$ cat src/rtl/muldiv_seq_if.sv
// Request/response bundle between the control unit and the sequential RISC-V M-extension unit.
// The control unit holds the master side; muldiv_seq is the slave.
interface muldiv_seq_if #(
  parameter int XLEN = 32
);
  logic            start;
  logic [2:0]      funct3;
  logic [XLEN-1:0] rs1_val;
  logic [XLEN-1:0] rs2_val;
  logic            stall;
  logic            done;
  logic [XLEN-1:0] result;

  modport master (
    output start, funct3, rs1_val, rs2_val,
    input  stall, done, result
  );

  modport slave (
    input  start, funct3, rs1_val, rs2_val,
    output stall, done, result
  );
endinterface

$ cat src/rtl/muldiv_seq.sv
// Iterative RISC-V M-extension unit: radix-2 shift-add multiply and restoring divide on magnitudes,
// one iteration per clock, with divide-by-zero and signed-overflow short-circuited straight to DONE.
//
//   state  | meaning
//   IDLE   | waiting for start; latches op and operand magnitudes on accept
//   CALC   | one shift-add / shift-subtract step per cycle, XLEN steps
//   DONE   | one-cycle done pulse, result register just updated
module muldiv_seq #(
  parameter int XLEN = 32
) (
  input  logic         clk,
  input  logic         rst,
  muldiv_seq_if.slave  bus
);

  localparam int CW = $clog2(XLEN) + 1;
  localparam logic [CW-1:0]   CNT_LOAD = CW'(XLEN);
  localparam logic [CW-1:0]   CNT_ONE  = CW'(1);
  localparam logic [XLEN-1:0] MIN_INT  = {1'b1, {(XLEN-1){1'b0}}};
  localparam logic [2:0]      OP_MUL   = 3'b000;

  typedef enum logic [1:0] {
    S_IDLE,
    S_CALC,
    S_DONE
  } state_t;

  state_t          state_q, state_d;
  logic [CW-1:0]   cnt_q, cnt_d;
  logic [2:0]      op_q, op_d;
  logic [XLEN-1:0] opnd_q, opnd_d;
  logic [XLEN-1:0] hi_q, hi_d;
  logic [XLEN-1:0] lo_q, lo_d;
  logic            neg_q, neg_d;
  logic            rneg_q, rneg_d;
  logic            done_q, done_d;
  logic [XLEN-1:0] result_q, result_d;

  // Operand decode at the IDLE boundary
  logic            is_div;
  logic            a_signed, b_signed;
  logic            a_neg, b_neg;
  logic [XLEN-1:0] a_mag, b_mag;
  logic            div0, ovf;
  logic [XLEN-1:0] special_res;

  assign is_div   = bus.funct3[2];
  assign a_signed = ~(bus.funct3[1] & bus.funct3[0]) & ~(bus.funct3[2] & bus.funct3[0]);
  assign b_signed = bus.funct3[2] ? ~bus.funct3[0] : ~bus.funct3[1];
  assign a_neg    = a_signed & bus.rs1_val[XLEN-1];
  assign b_neg    = b_signed & bus.rs2_val[XLEN-1];
  assign a_mag    = a_neg ? -bus.rs1_val : bus.rs1_val;
  assign b_mag    = b_neg ? -bus.rs2_val : bus.rs2_val;
  assign div0     = is_div && (bus.rs2_val == '0);
  assign ovf      = is_div && !bus.funct3[0] && (bus.rs1_val == MIN_INT) && (&bus.rs2_val);

  always_comb begin
    special_res = '0;
    if (div0)
      special_res = bus.funct3[1] ? bus.rs1_val : '1;
    else
      special_res = bus.funct3[1] ? '0 : MIN_INT;
  end

  // Multiply step: {hi,lo} holds partial product over the remaining multiplier bits
  logic [XLEN:0]     mul_sum;
  logic [XLEN-1:0]   mul_hi, mul_lo;
  logic [2*XLEN-1:0] prod, prod_s;

  assign mul_sum = {1'b0, hi_q} + (lo_q[0] ? {1'b0, opnd_q} : '0);
  assign mul_hi  = mul_sum[XLEN:1];
  assign mul_lo  = {mul_sum[0], lo_q[XLEN-1:1]};
  assign prod    = {mul_hi, mul_lo};
  assign prod_s  = neg_q ? -prod : prod;

  // Divide step: hi is the partial remainder, lo shifts dividend bits out and quotient bits in
  logic [XLEN:0]   div_sh, div_sub;
  logic            div_ge;
  logic [XLEN-1:0] div_hi, div_lo;
  logic            unused_bits;

  assign div_sh      = {hi_q, lo_q[XLEN-1]};
  assign div_sub     = div_sh - {1'b0, opnd_q};
  assign div_ge      = div_sh >= {1'b0, opnd_q};
  assign div_hi      = div_ge ? div_sub[XLEN-1:0] : div_sh[XLEN-1:0];
  assign div_lo      = {lo_q[XLEN-2:0], div_ge};
  assign unused_bits = ^{div_sub[XLEN], div_sh[XLEN]};

  logic [XLEN-1:0] fin_res;

  always_comb begin
    fin_res = '0;
    if (op_q[2]) begin
      if (op_q[1])
        fin_res = rneg_q ? -div_hi : div_hi;
      else
        fin_res = neg_q ? -div_lo : div_lo;
    end else begin
      fin_res = (op_q == OP_MUL) ? prod_s[XLEN-1:0] : prod_s[2*XLEN-1:XLEN];
    end
  end

  always_comb begin
    state_d  = state_q;
    cnt_d    = cnt_q;
    op_d     = op_q;
    opnd_d   = opnd_q;
    hi_d     = hi_q;
    lo_d     = lo_q;
    neg_d    = neg_q;
    rneg_d   = rneg_q;
    done_d   = 1'b0;
    result_d = result_q;
    case (state_q)
      S_IDLE: begin
        if (bus.start) begin
          op_d   = bus.funct3;
          neg_d  = a_neg ^ b_neg;
          rneg_d = a_neg;
          hi_d   = '0;
          lo_d   = is_div ? a_mag : b_mag;
          opnd_d = is_div ? b_mag : a_mag;
          if (div0 || ovf) begin
            cnt_d    = '0;
            state_d  = S_DONE;
            done_d   = 1'b1;
            result_d = special_res;
          end else begin
            cnt_d   = CNT_LOAD;
            state_d = S_CALC;
          end
        end
      end
      S_CALC: begin
        cnt_d = cnt_q - CNT_ONE;
        hi_d  = op_q[2] ? div_hi : mul_hi;
        lo_d  = op_q[2] ? div_lo : mul_lo;
        if (cnt_q == CNT_ONE) begin
          state_d  = S_DONE;
          done_d   = 1'b1;
          result_d = fin_res;
        end
      end
      S_DONE: begin
        state_d = S_IDLE;
      end
      default: begin
        state_d = S_IDLE;
      end
    endcase
  end

  always_ff @(posedge clk) begin
    if (rst) begin
      state_q  <= S_IDLE;
      cnt_q    <= '0;
      op_q     <= '0;
      opnd_q   <= '0;
      hi_q     <= '0;
      lo_q     <= '0;
      neg_q    <= 1'b0;
      rneg_q   <= 1'b0;
      done_q   <= 1'b0;
      result_q <= '0;
    end else begin
      state_q  <= state_d;
      cnt_q    <= cnt_d;
      op_q     <= op_d;
      opnd_q   <= opnd_d;
      hi_q     <= hi_d;
      lo_q     <= lo_d;
      neg_q    <= neg_d;
      rneg_q   <= rneg_d;
      done_q   <= done_d;
      result_q <= result_d;
    end
  end

  // Stall covers the accepting IDLE cycle so the pipeline freezes before the op is latched
  assign bus.stall  = ((state_q == S_IDLE) && bus.start && !rst) || (state_q == S_CALC);
  assign bus.done   = done_q;
  assign bus.result = result_q;

endmodule

$ cat src/flat_wrapper.sv
// flat-port wrapper written by rule: the top's interface ports become plain ports
module muldiv_seq_flat 
#(
  parameter int XLEN = 32
)
  (clk, rst, bus_start, bus_funct3, bus_rs1_val, bus_rs2_val, bus_stall, bus_done, bus_result);
  muldiv_seq_if #(.XLEN(XLEN)) bus_i ();
  input  logic clk;
  input  logic rst;
  input wire logic [$bits(bus_i.start)-1:0] bus_start;
  input wire logic [$bits(bus_i.funct3)-1:0] bus_funct3;
  input wire logic [$bits(bus_i.rs1_val)-1:0] bus_rs1_val;
  input wire logic [$bits(bus_i.rs2_val)-1:0] bus_rs2_val;
  output wire logic [$bits(bus_i.stall)-1:0] bus_stall;
  output wire logic [$bits(bus_i.done)-1:0] bus_done;
  output wire logic [$bits(bus_i.result)-1:0] bus_result;
  assign bus_i.start = bus_start;
  assign bus_i.funct3 = bus_funct3;
  assign bus_i.rs1_val = bus_rs1_val;
  assign bus_i.rs2_val = bus_rs2_val;
  assign bus_stall = bus_i.stall;
  assign bus_done = bus_i.done;
  assign bus_result = bus_i.result;
  muldiv_seq #(.XLEN(XLEN)) u_core (.clk(clk), .rst(rst), .bus(bus_i));
endmodule
$ cat config.mk
export PLATFORM = sky130hd
export DESIGN_NAME = muldiv_seq_flat
export DESIGN_NICKNAME = d
export VERILOG_FILES = /design/src/rtl/muldiv_seq_if.sv /design/src/rtl/muldiv_seq.sv /design/src/flat_wrapper.sv
export SDC_FILE = /design/constraint.sdc
export NUM_CORES = 1
export LEC_CHECK = 0
export ABC_CLOCK_PERIOD_IN_PS = 18170
export CAP_MARGIN = 25
export CORE_MARGIN = 5
export CORE_UTILIZATION = 67
export CTS_BUF_LIST = sky130_fd_sc_hd__clkbuf_4 sky130_fd_sc_hd__clkbuf_8 sky130_fd_sc_hd__clkbuf_16
export DETAILED_ROUTE_END_ITERATION = 7
export MAX_ROUTING_LAYER = met4
export PLACE_DENSITY = 0.95
export SLEW_MARGIN = 20
export SYNTH_ARGS = -nofsm -noshare
export SYNTH_HDL_FRONTEND = slang
export SYNTH_SLANG_ARGS = --single-unit
$ cat constraint.sdc
create_clock -name clk -period 18.17 [get_ports clk]
set_input_delay 2.7255 -clock clk [delete_from_list [all_inputs] [get_ports clk]]
set_output_delay 2.7255 -clock clk [all_outputs]
set_load 0.01 [all_outputs]
==> flow_summary.toml <==
[outcome]
status = "complete, no violations"

[sta]
maxClockFrequency_ghz = 0.1355
rsz0062_at_grt = "false"
finalHoldViolations = 0
worst_pin_slew_ns = 1.038
fin_skew_ns = 0.01327
max_slew_margin = 0.3007
slew_viol_final = 0
fin_crit_sh = 0.4063
finalCriticalPeriod_ns = 7.382
setup_viol = 0
holdWs_ns = 0.4562
final.setup.tns_ns = 0

[final_layout]
stdcell_area_um2 = 18400
n_fill_cell = 2104
nets = 2606
area_delta_synth_final_pct = 8.562
drive_gt1_frac = 0.03678

[setup_path]
reg2reg_depth = 21
reg2reg_from = "u_core.lo_q[31]"
crit_chain = "inv_1 > ha_1 > nor2b_1 > o2111ai_1 > a211oi_1 > o211ai_1 > nand3_2 > buf_4 > mux2i_1 > ha_1 > inv_1 > or2_2 > a2111oi_0 > nor3b_1 > nand4_1 > a211oi_2 > nand3b_1 > a31oi_1 > o21ai_0 > a21oi_1 > nor3_1"
cp-start-kind = "flip-flop"
endpoint_kind = "flip-flop"
crit_family = "compound AO/OA/AOI/OAI gates"
r2r_end = "u_core.bus.result[16]"
cp.required_ns = 18.54
slowest_delay_ns = 0.75
critPathKind = "flip-flop to flip-flop"
r2r_slack_ns = 10.79
cpMaxStageDelayCell = "a2111oi_0"
path_max_fanout = 44
cp.buffers_inverters = 3
cp_data_arrival_time_ns = 7.75

[synthesis]
yosysWarnings = 0
yosys.area_share.simple = 0.2556
synth_enable_flop_cells = 0
synth.largest_area_cell = "dfxtp_1"
synth_top_family_by_area = "compound AO/OA/AOI/OAI gates"
synth.distinct_cells = 84
synthXorXnorAreaFrac = 0.1111
netlist_top_cells_area = "dfxtp_1, nor2_1, a21oi_1"
synth_seq_cells = 142
synth_seq_area_share = 0.1677
avgSynthCellArea_um2 = 6.717
synth.most_common_cell = "nor2_1"
synth_top_area_frac = 0.1677
synthAdderAreaFrac = 0.05550
syn_nets = 2668
synth_compound_area_frac = 0.3076
synth_cells = 2524
synth_mux_area_frac = 0.03853
ys_async_sr_fraction = 0
netlist_area_um2 = 16950
synth_common_cells = "nor2_1, nand2_1, a21oi_1"
synth_ff_type = "dfxtp_1"

[floorplan]
die_area_um2 = 28580
rows = 58
initial_core_util = 0.6771
die_width_um = 169.1
ioPinCount = 104
core_um2 = 25040
fp.dieH_um = 169.1

[placement]
place_area_um2 = 17750
gp_congestion = 1.117
io_buffers = 103
dp_hpwl_mm = 51.57

[power_and_ir_drop]
p_leak_nw = 6.716
p_switching_uw = 623.4
ir_worst_vdd_mv = 0.06540
p_comb_frac = 0.461
power.internal_uw = 765.4
clock_power_share = 0.276
power_density_nw_per_um2 = 75.46
seq_power_share = 0.263
sw_frac_of_total = 0.4489

[clock_network]
cts.sinks = 142
cts_hold_buf = 0
cts_tree = "built"
cts_setup_buffers = 0
numCtsBuffers = 17
clk_pin_slew_ns = 0.07
cts-resized-gates = 0
htreeDepth = 4
cts_buffer_depth = 2
clk_latency_ns = 0.44
cts-root-buf = "clkbuf_16"

[drt]
finalWirelength_mm = 68.26
drcViolationCount = 0
vias = 20164
via_per_inst = 7.186
drtIter0Drc = 3014
wl_per_cell_um = 24.33
firstDrtPassIters = 6
ant_nets = 0

[grt]
grt_pass1_wl_mm = 103.0
grt_max_degree = 90
track_usage = 0.4714
antenna_found_initial = 2
grt_pass1_vias = 17741
gr-total-overflow = 0

[worst_hold_path]
min-delay-start = "u_core.opnd_q[28]"
whs_endpoint = "u_core.opnd_q[28]"
hold-path-cell-count = 2
hp-class = "flip-flop to flip-flop"

[job]
cap_violations = 0
[state kept, by name, indices dropped and copies added, names as in the netlist]
signal,cells
u_core.bus.result,32
u_core.hi_q,32
u_core.lo_q,32
u_core.opnd_q,32
u_core.cnt_q,6
u_core.op_q,3
u_core.state_q,2
u_core.bus.done,1
u_core.neg_q,1
u_core.rneg_q,1
[area by class of cell]
class,instances,area [µm²],share of cell area
diodes,2,5.005,0.0002719
clock buffers,18,432.9,0.02352
clock inverters,13,181.4,0.009858
inverters,76,285.3,0.01550
multi-input cells,2103,13060,0.7095
flip-flops and latches,142,2848,0.1547
well taps,330,412.9,0.02244
repair buffers,122,1181,0.06418
[power groups by stage]
stage	logic, mW	registers [mW]	clock network [mW]
global placement	0.591	0.368	0
floorplan	0.437	0.349	0
global route	0.675	0.367	0.394
CTS	0.607	0.362	0.379
detailed placement	0.601	0.369	0
finish	0.641	0.365	0.383
[worst reg2reg max path, cell delays in order, from the launching register on]
cell	delay [ns]
dfxtp_1	0.59
inv_1	0.16
ha_1	0.30
nor2b_1	0.19
o2111ai_1	0.17
a211oi_1	0.69
o211ai_1	0.28
nand3_2	0.13
buf_4	0.46
mux2i_1	0.39
ha_1	0.25
inv_1	0.07
or2_2	0.28
a2111oi_0	0.75
nor3b_1	0.44
nand4_1	0.20
a211oi_2	0.69
nand3b_1	0.23
a31oi_1	0.09
o21ai_0	0.66
a21oi_1	0.16
nor3_1	0.15
[routing by layer]
metal,vias to the layer above,share of wire,wire (µm),GRT usage
met5,-,0,0,-
met4,0,0.087,5970,0.3080
met3,351,0.13,8761,0.1168
met2,1616,0.43,29040,0.6976
met1,9168,0.36,24490,0.5699
li1,9029,-,-,-
[stage by stage]
| step | std cells | util | power [mW] | worst slack (ns) |
|---|---|---|---|---|
| after floorplan | 2524 | - | 0.7858 | 12.37 |
| final | 2806 | 0.7351 | 1.389 | 10.79 |
| after CTS | 2802 | 0.7337 | 1.348 | 11.05 |
| after global routing | 2806 | 0.7351 | 1.436 | 10.48 |
| after global placement | 2771 | 0.7091 | 0.9590 | 10.86 |
| after detailed placement | 2771 | 0.7091 | 0.9704 | 10.61 |
[how the worst max path moves through the flow]
stage | to | cells after the start | from | slack [ns]
finish | u_core.bus.result[16] | 21 | u_core.lo_q[31] | 10.79
global route | u_core.bus.result[28] | 21 | u_core.lo_q[31] | 10.48
CTS | u_core.bus.result[31] | 13 | bus_funct3[2] | 11.05
detailed placement | u_core.bus.result[31] | 13 | bus_funct3[2] | 10.61
global placement | u_core.bus.result[23] | 11 | bus_funct3[2] | 10.86
floorplan | bus_stall | 3 | rst | 12.37
[layout by cell type (no fill, tap or decap), types with 24 or more instances in the layout]
cell             instances
ha_1                    72
a21oi_1                239
xnor2_1                126
o31ai_1                 37
a31oi_1                 39
o21ai_0                175
and2_1                  29
nor2_1                 321
clkdlybuf4s50_1        101
nand2_1                264
nor3_1                  71
a211oi_1               106
o211ai_1                55
xor2_1                  89
nand3_1                 49
inv_1                   73
or3_1                   34
mux2i_1                 63
a21o_1                  24
dfxtp_1                140
nand4_1                 36
[cells by family after synthesis]
family          Yosys count
compound gates          822
xor+xnor                215
fa+ha+maj                74
buf+inv                 279
flops                   142
mux                      65
simple gates            927
(Power assumes the default switching activity.)
